--- src/rtl/ps2_scancode_decoder.sv ---
// ps2_scancode_decoder: parses a PS/2 set-2 byte stream (E0/F0 prefixes) into key events with
// ASCII mapping, held-key/typematic detection, shift/caps state and a press counter.
module ps2_scancode_decoder #(
    parameter int CNT_W = 8
) (
    input  logic             clk,
    input  logic             clrn,
    input  logic [7:0]       ps2_data,
    input  logic             ps2_ready,
    output logic             nextdata_n,
    output logic             key_valid,
    output logic [7:0]       key_code,
    output logic             key_ext,
    output logic             key_break,
    output logic             key_repeat,
    output logic [7:0]       key_ascii,
    output logic             key_down,
    output logic [CNT_W-1:0] press_count,
    output logic             shift_on,
    output logic             caps_on,
    output logic             err
);
    typedef enum logic [1:0] {IDLE, EXT, BRK} state_t;

    state_t     state, state_nx;
    logic       brk_ext, brk_ext_nx;
    logic       cap, emit, emit_ext, emit_brk, bad;
    logic       is_e0, is_f0, is_mod, make, rpt, held_hit;
    logic       shift_l, shift_r, held_ext;
    logic [7:0] held_code;

    function automatic logic [7:0] to_ascii(input logic [7:0] c, input logic up);
        logic [7:0] a;
        case (c)
            8'h1C: a = 8'h61;  8'h32: a = 8'h62;  8'h21: a = 8'h63;  8'h23: a = 8'h64;
            8'h24: a = 8'h65;  8'h2B: a = 8'h66;  8'h34: a = 8'h67;  8'h33: a = 8'h68;
            8'h43: a = 8'h69;  8'h3B: a = 8'h6A;  8'h42: a = 8'h6B;  8'h4B: a = 8'h6C;
            8'h3A: a = 8'h6D;  8'h31: a = 8'h6E;  8'h44: a = 8'h6F;  8'h4D: a = 8'h70;
            8'h15: a = 8'h71;  8'h2D: a = 8'h72;  8'h1B: a = 8'h73;  8'h2C: a = 8'h74;
            8'h3C: a = 8'h75;  8'h2A: a = 8'h76;  8'h1D: a = 8'h77;  8'h22: a = 8'h78;
            8'h35: a = 8'h79;  8'h1A: a = 8'h7A;
            8'h45: a = 8'h30;  8'h16: a = 8'h31;  8'h1E: a = 8'h32;  8'h26: a = 8'h33;
            8'h25: a = 8'h34;  8'h2E: a = 8'h35;  8'h36: a = 8'h36;  8'h3D: a = 8'h37;
            8'h3E: a = 8'h38;  8'h46: a = 8'h39;
            8'h29: a = 8'h20;  8'h5A: a = 8'h0D;
            default: a = 8'h00;
        endcase
        // only letters sit at or above 0x61, so case folding never touches digits or controls
        return (up && a >= 8'h61) ? a - 8'h20 : a;
    endfunction

    assign cap      = ps2_ready & nextdata_n;
    assign is_e0    = ps2_data == 8'hE0;
    assign is_f0    = ps2_data == 8'hF0;
    assign shift_on = shift_l | shift_r;
    assign is_mod   = !emit_ext && (ps2_data == 8'h12 || ps2_data == 8'h59 || ps2_data == 8'h58);
    assign make     = emit && !emit_brk;
    assign held_hit = held_code == ps2_data && held_ext == emit_ext;
    assign rpt      = make && key_down && held_hit;

    always_ff @(posedge clk or negedge clrn) begin
        if (!clrn) begin
            state   <= IDLE;
            brk_ext <= 1'b0;
        end else begin
            state   <= state_nx;
            brk_ext <= brk_ext_nx;
        end
    end

    always_comb begin
        state_nx   = state;
        brk_ext_nx = brk_ext;
        emit       = 1'b0;
        emit_ext   = 1'b0;
        emit_brk   = 1'b0;
        bad        = 1'b0;
        if (cap) begin
            case (state)
                IDLE: begin
                    state_nx   = is_e0 ? EXT : is_f0 ? BRK : IDLE;
                    brk_ext_nx = 1'b0;
                    emit       = !is_e0 && !is_f0;
                end
                EXT: begin
                    state_nx   = is_f0 ? BRK : is_e0 ? EXT : IDLE;
                    brk_ext_nx = 1'b1;
                    bad        = is_e0;
                    emit       = !is_e0 && !is_f0;
                    emit_ext   = 1'b1;
                end
                BRK: begin
                    state_nx = IDLE;
                    bad      = is_e0 || is_f0;
                    emit     = !is_e0 && !is_f0;
                    emit_ext = brk_ext;
                    emit_brk = 1'b1;
                end
                default: state_nx = IDLE;
            endcase
        end
    end

    always_ff @(posedge clk or negedge clrn) begin
        if (!clrn) begin
            nextdata_n  <= 1'b1;
            key_valid   <= 1'b0;
            err         <= 1'b0;
            key_code    <= 8'h00;
            key_ext     <= 1'b0;
            key_break   <= 1'b0;
            key_repeat  <= 1'b0;
            key_ascii   <= 8'h00;
            key_down    <= 1'b0;
            press_count <= '0;
            held_code   <= 8'h00;
            held_ext    <= 1'b0;
            shift_l     <= 1'b0;
            shift_r     <= 1'b0;
            caps_on     <= 1'b0;
        end else begin
            // a pop cycle always follows a capture, and the edge ending it ignores ps2_ready
            nextdata_n <= !cap;
            key_valid  <= emit;
            err        <= bad;
            if (emit) begin
                key_code   <= ps2_data;
                key_ext    <= emit_ext;
                key_break  <= emit_brk;
                key_repeat <= rpt;
                key_ascii  <= emit_ext ? 8'h00 : to_ascii(ps2_data, shift_on ^ caps_on);
            end
            if (make && !rpt)
                press_count <= press_count + CNT_W'(1);
            if (make && !is_mod) begin
                held_code <= ps2_data;
                held_ext  <= emit_ext;
                key_down  <= 1'b1;
            end
            if (emit && emit_brk && held_hit)
                key_down <= 1'b0;
            if (emit && is_mod && ps2_data == 8'h12)
                shift_l <= !emit_brk;
            if (emit && is_mod && ps2_data == 8'h59)
                shift_r <= !emit_brk;
            if (make && !rpt && is_mod && ps2_data == 8'h58)
                caps_on <= !caps_on;
        end
    end
endmodule

--- config.mk ---
export PLATFORM = sky130hd
export DESIGN_NAME = ps2_scancode_decoder
export DESIGN_NICKNAME = d
export VERILOG_FILES = /design/src/rtl/ps2_scancode_decoder.sv
export SDC_FILE = /design/constraint.sdc
export NUM_CORES = 1
export LEC_CHECK = 0
export BUFFER_PORTS_ARGS = -buffer_cell sky130_fd_sc_hd__clkbuf_2
export CORE_MARGIN = 2
export CORE_UTILIZATION = 60
export DETAILED_ROUTE_END_ITERATION = 16
export PLACE_DENSITY = 0.81
export SLEW_MARGIN = 10
export SYNTH_ARGS = -nofsm -noshare
export SYNTH_HDL_FRONTEND = slang
export SYNTH_SLANG_ARGS = --single-unit
--- constraint.sdc ---
create_clock -name clk -period 4.6 [get_ports clk]
set_clock_uncertainty 0.05 [all_clocks]
set_input_delay 0.23 -clock clk [delete_from_list [all_inputs] [get_ports clk]]
set_output_delay 0.23 -clock clk [all_outputs]
set_load 0.1 [all_outputs]
==> results by group <==
STA
  – Max frequency: 332 MHz
  – Endpoints failing setup: 0
  – Slew margin rel.: 34.8%
  – RSZ-0062 raised after global routing: no
  – Final setup margin: 1580 ps
  – Final hold violations: 0
  – Final Slew Violations: 0
  – Crit share post-route: 65.6%
  – Setup_tns: 0 ps
  – Slew @ Worst Pin: 978 ps
  – Hold_ws: 43.1 ps
  – Minimum clock period: 3020 ps

Synth
  – Area leader, netlist: dfrtp_1
  – Ys Warns: 0
  – Compound-gate portion of the synthesized area: 20.6%
  – Adder-cell area share of the yosys netlist: 5.59%
  – Cell Area, Synth: 0.00291 mm2
  – Largest family of logic cells by synthesized area: simple AND/OR/NAND/NOR gates
  – Average cell area after synthesis: 9.18 um2
  – Post-Synth XOR/XNOR Area: 5.12%
  – Ys flop type: dfrtp_1
  – Synth top cells by count: 45 x dfrtp_1, 45 x nand2_1, 22 x o21ai_0, 16 x a21oi_1, 14 x nor2_1
  – Synth area leaders: dfrtp_1 39%, nand2_1 5.8%, ha_1 5.6%
  – Sequential share of the synthesized area: 39.6%
  – Simple-Gate Fraction of Synth Area: 21.2%
  – Asr flop ratio synth: 100%
  – Post-synth EDFFs: 0
  – Mux share of post-synthesis cell area: 2.32%
  – Flops & latches, synth: 46
  – Netlist cell types: 62
  – Post-Synthesis Cells: 317
  – Post-synth top area share: 38.7%
  – Mapped Nets: 341

Clocking
  – Setup bufs post-CTS: 0
  – Clock Tree Buf Depth: 2
  – Clk slew on worst S/H paths: 80 ps
  – Hold_buf cts: 0
  – CTS tree: built
  – H-tree depth: 2
  – Clock insertion delay at the later pin of the skew report: 290 ps
  – Resized cells post-CTS: 0
  – TritonCTS Buffers: 5
  – CTS sink cnt: 46
  – Root buffer cell: clkbuf_8

Route
  – Drt pass-1 iters: 5
  – DR WL/cell: 16.8 um
  – Remaining DRCs: 0
  – Vias: 2494
  – Via/cell ratio: 6.24
  – Final wirelength: 6730 um
  – ANT nets after route: 0
  – DRC marker count from the first detailed-route iteration: 169

Placed design
  – Dpl ws: 1280 ps
  – # port buffers: 43
  – Area after DPL: 0.00307 mm2
  – DP Cell Count: 392
  – Final HPWL from detailed placement: 4890 um
  – Routability-driven placement congestion ratio: 0.960

Status
  – Status: completed

Floorplanning
  – Cell row count: 25
  – Die ar.: 0.00542 mm2
  – Num ports: 44
  – Floorplan core area: 0.00469 mm2
  – Starting density of the core: 62.0%
  – Die X: 73.6 um
  – Vert. Die Dim: 73.6 um

Pwr
  – Maximum vdd drop: 0.254 mV
  – P_leak: 1.44 nW
  – Total design power: 1.30 mW
  – Cell Pwr Density: 411 mW/mm2

Setup path
  – CP max-delay cell: a211o_1
  – Worst R2R Path Depth: 7
  – Delay-heaviest family, CP: simple AND/OR/NAND/NOR gates
  – CP Depth: 10
  – CP Data Arrival Time: 3170 ps
  – Setup CP Type: in -> reg
  – Cell Chain, Critical Path: clkbuf_2 -> inv_1 -> ha_1 -> and4_1 -> a211o_1 -> inv_2 -> nand2b_1 -> nor2b_1 -> nand4_1 -> xnor2_1
  – Buf/Inv on CP: 3
  – Req. time, crit path: 4760 ps
  – CP Max Fanout: 29
  – Critical path capture point type: flip-flop
  – CP startpoint kind: input pin
  – Max stage delay on crit path: 590 ps

Job
  – MaxCap Viol Count: 0

Layout
  – Fin util: 67.3%
  – Finished Layout Cells: 400
  – Layout Nets: 369
  – Area grow syn2layout: 8.43%
  – Design area: 0.00316 mm2
  – Share of cells above drive strength 1: 18.5%
  – N_diodes: 0

Global route
  – Largest net degree at the start of global routing: 47
  – Total gr overflow: 0
  – Initial antenna violation count: 0
  – Wire length of the first global-routing pass: 11200 um
  – GR Util All Layers: 26.9%
  – Vias in the first global route: 2306

Hold path
  – Hold Path Class: in -> async
## sequential cells by signal, indices dropped and copies added, names as in the netlist
| name | cells |
|---|---|
| brk_ext | 1 |
| caps_on | 1 |
| err | 1 |
| held_code | 8 |
| held_ext | 1 |
| key_ascii | 8 |
| key_break | 1 |
| key_code | 8 |
| key_down | 1 |
| key_ext | 1 |
| key_repeat | 1 |
| key_valid | 1 |
| nextdata_n | 1 |
| press_count | 8 |
| shift_l | 1 |
| shift_r | 1 |
| state | 2 |
## cells by family after synthesis
| logic type | count (synthesis) |
|---|---|
| multiplexers | 6 |
| buffers and inverters | 32 |
| adder cells (fa/ha/maj) | 13 |
| AO/OA/AOI/OAI | 86 |
| AND/OR/NAND/NOR | 117 |
| flip-flops | 46 |
| XOR/XNOR | 17 |
## cell usage in the layout, fill, tap and decap left out, types with 3 or more instances in the layout
cell type  instances
a211o_1            3
a21oi_1           16
a31oi_1            3
a32o_1             3
and2_1             3
and3_1             6
clkbuf_2          42
clkbuf_8           5
dfrtp_1           45
ha_1              13
inv_1              7
inv_2              3
mux2_1             4
nand2_1           45
nand2b_1           7
nand3_1            6
nand3b_1           3
nand4_1            7
nor2_1            14
nor2b_1           10
o211ai_1           4
o21a_1             3
o21ai_0           22
o21ai_1            5
o31ai_1            4
xnor2_1            8
xor2_1             9
## power breakdown
group / internal (mW) / leakage, nW / total, mW / switching (mW)
logic: 0.102 / 0.805 / 0.552 / 0.450
registers: 0.458 / 0.589 / 0.505 / 0.0477
clock network: 0.107 / 0.0452 / 0.238 / 0.131
total: 0.667 / 1.44 / 1.30 / 0.628
## worst paths after layout
path,end,slack [ps],start
min in group clk,brk_ext,210,ps2_ready
setup / recovery,press_count[4],1580,ps2_data[1]
hold / removal,brk_ext,40,clrn
setup reg to reg,press_count[4],1760,nextdata_n
max in group asynchronous,press_count[3],3850,clrn
hold reg to reg,press_count[7],430,press_count[7]
## routing by layer
metal  vias up  track usage (%)  part of all wire (%)
li1       1205                -                     -
met1      1181             37.6                    44
met2        93             42.4                    48
met3        15             3.84                   6.1
met4         0             10.5                   1.9
met5         -                0                     0
## area by class of cell
| class | instances | area [um2] |
|---|---|---|
| multi-input cells | 239 | 1600 |
| clock buffers | 6 | 72.6 |
| clock inverters | 2 | 13.8 |
| fillers | 388 | 1540 |
| inverters | 10 | 37.5 |
| flip-flops and latches | 46 | 1150 |
| well taps | 54 | 67.6 |
| repair buffers | 43 | 215 |
(Power assumes the default switching activity.)
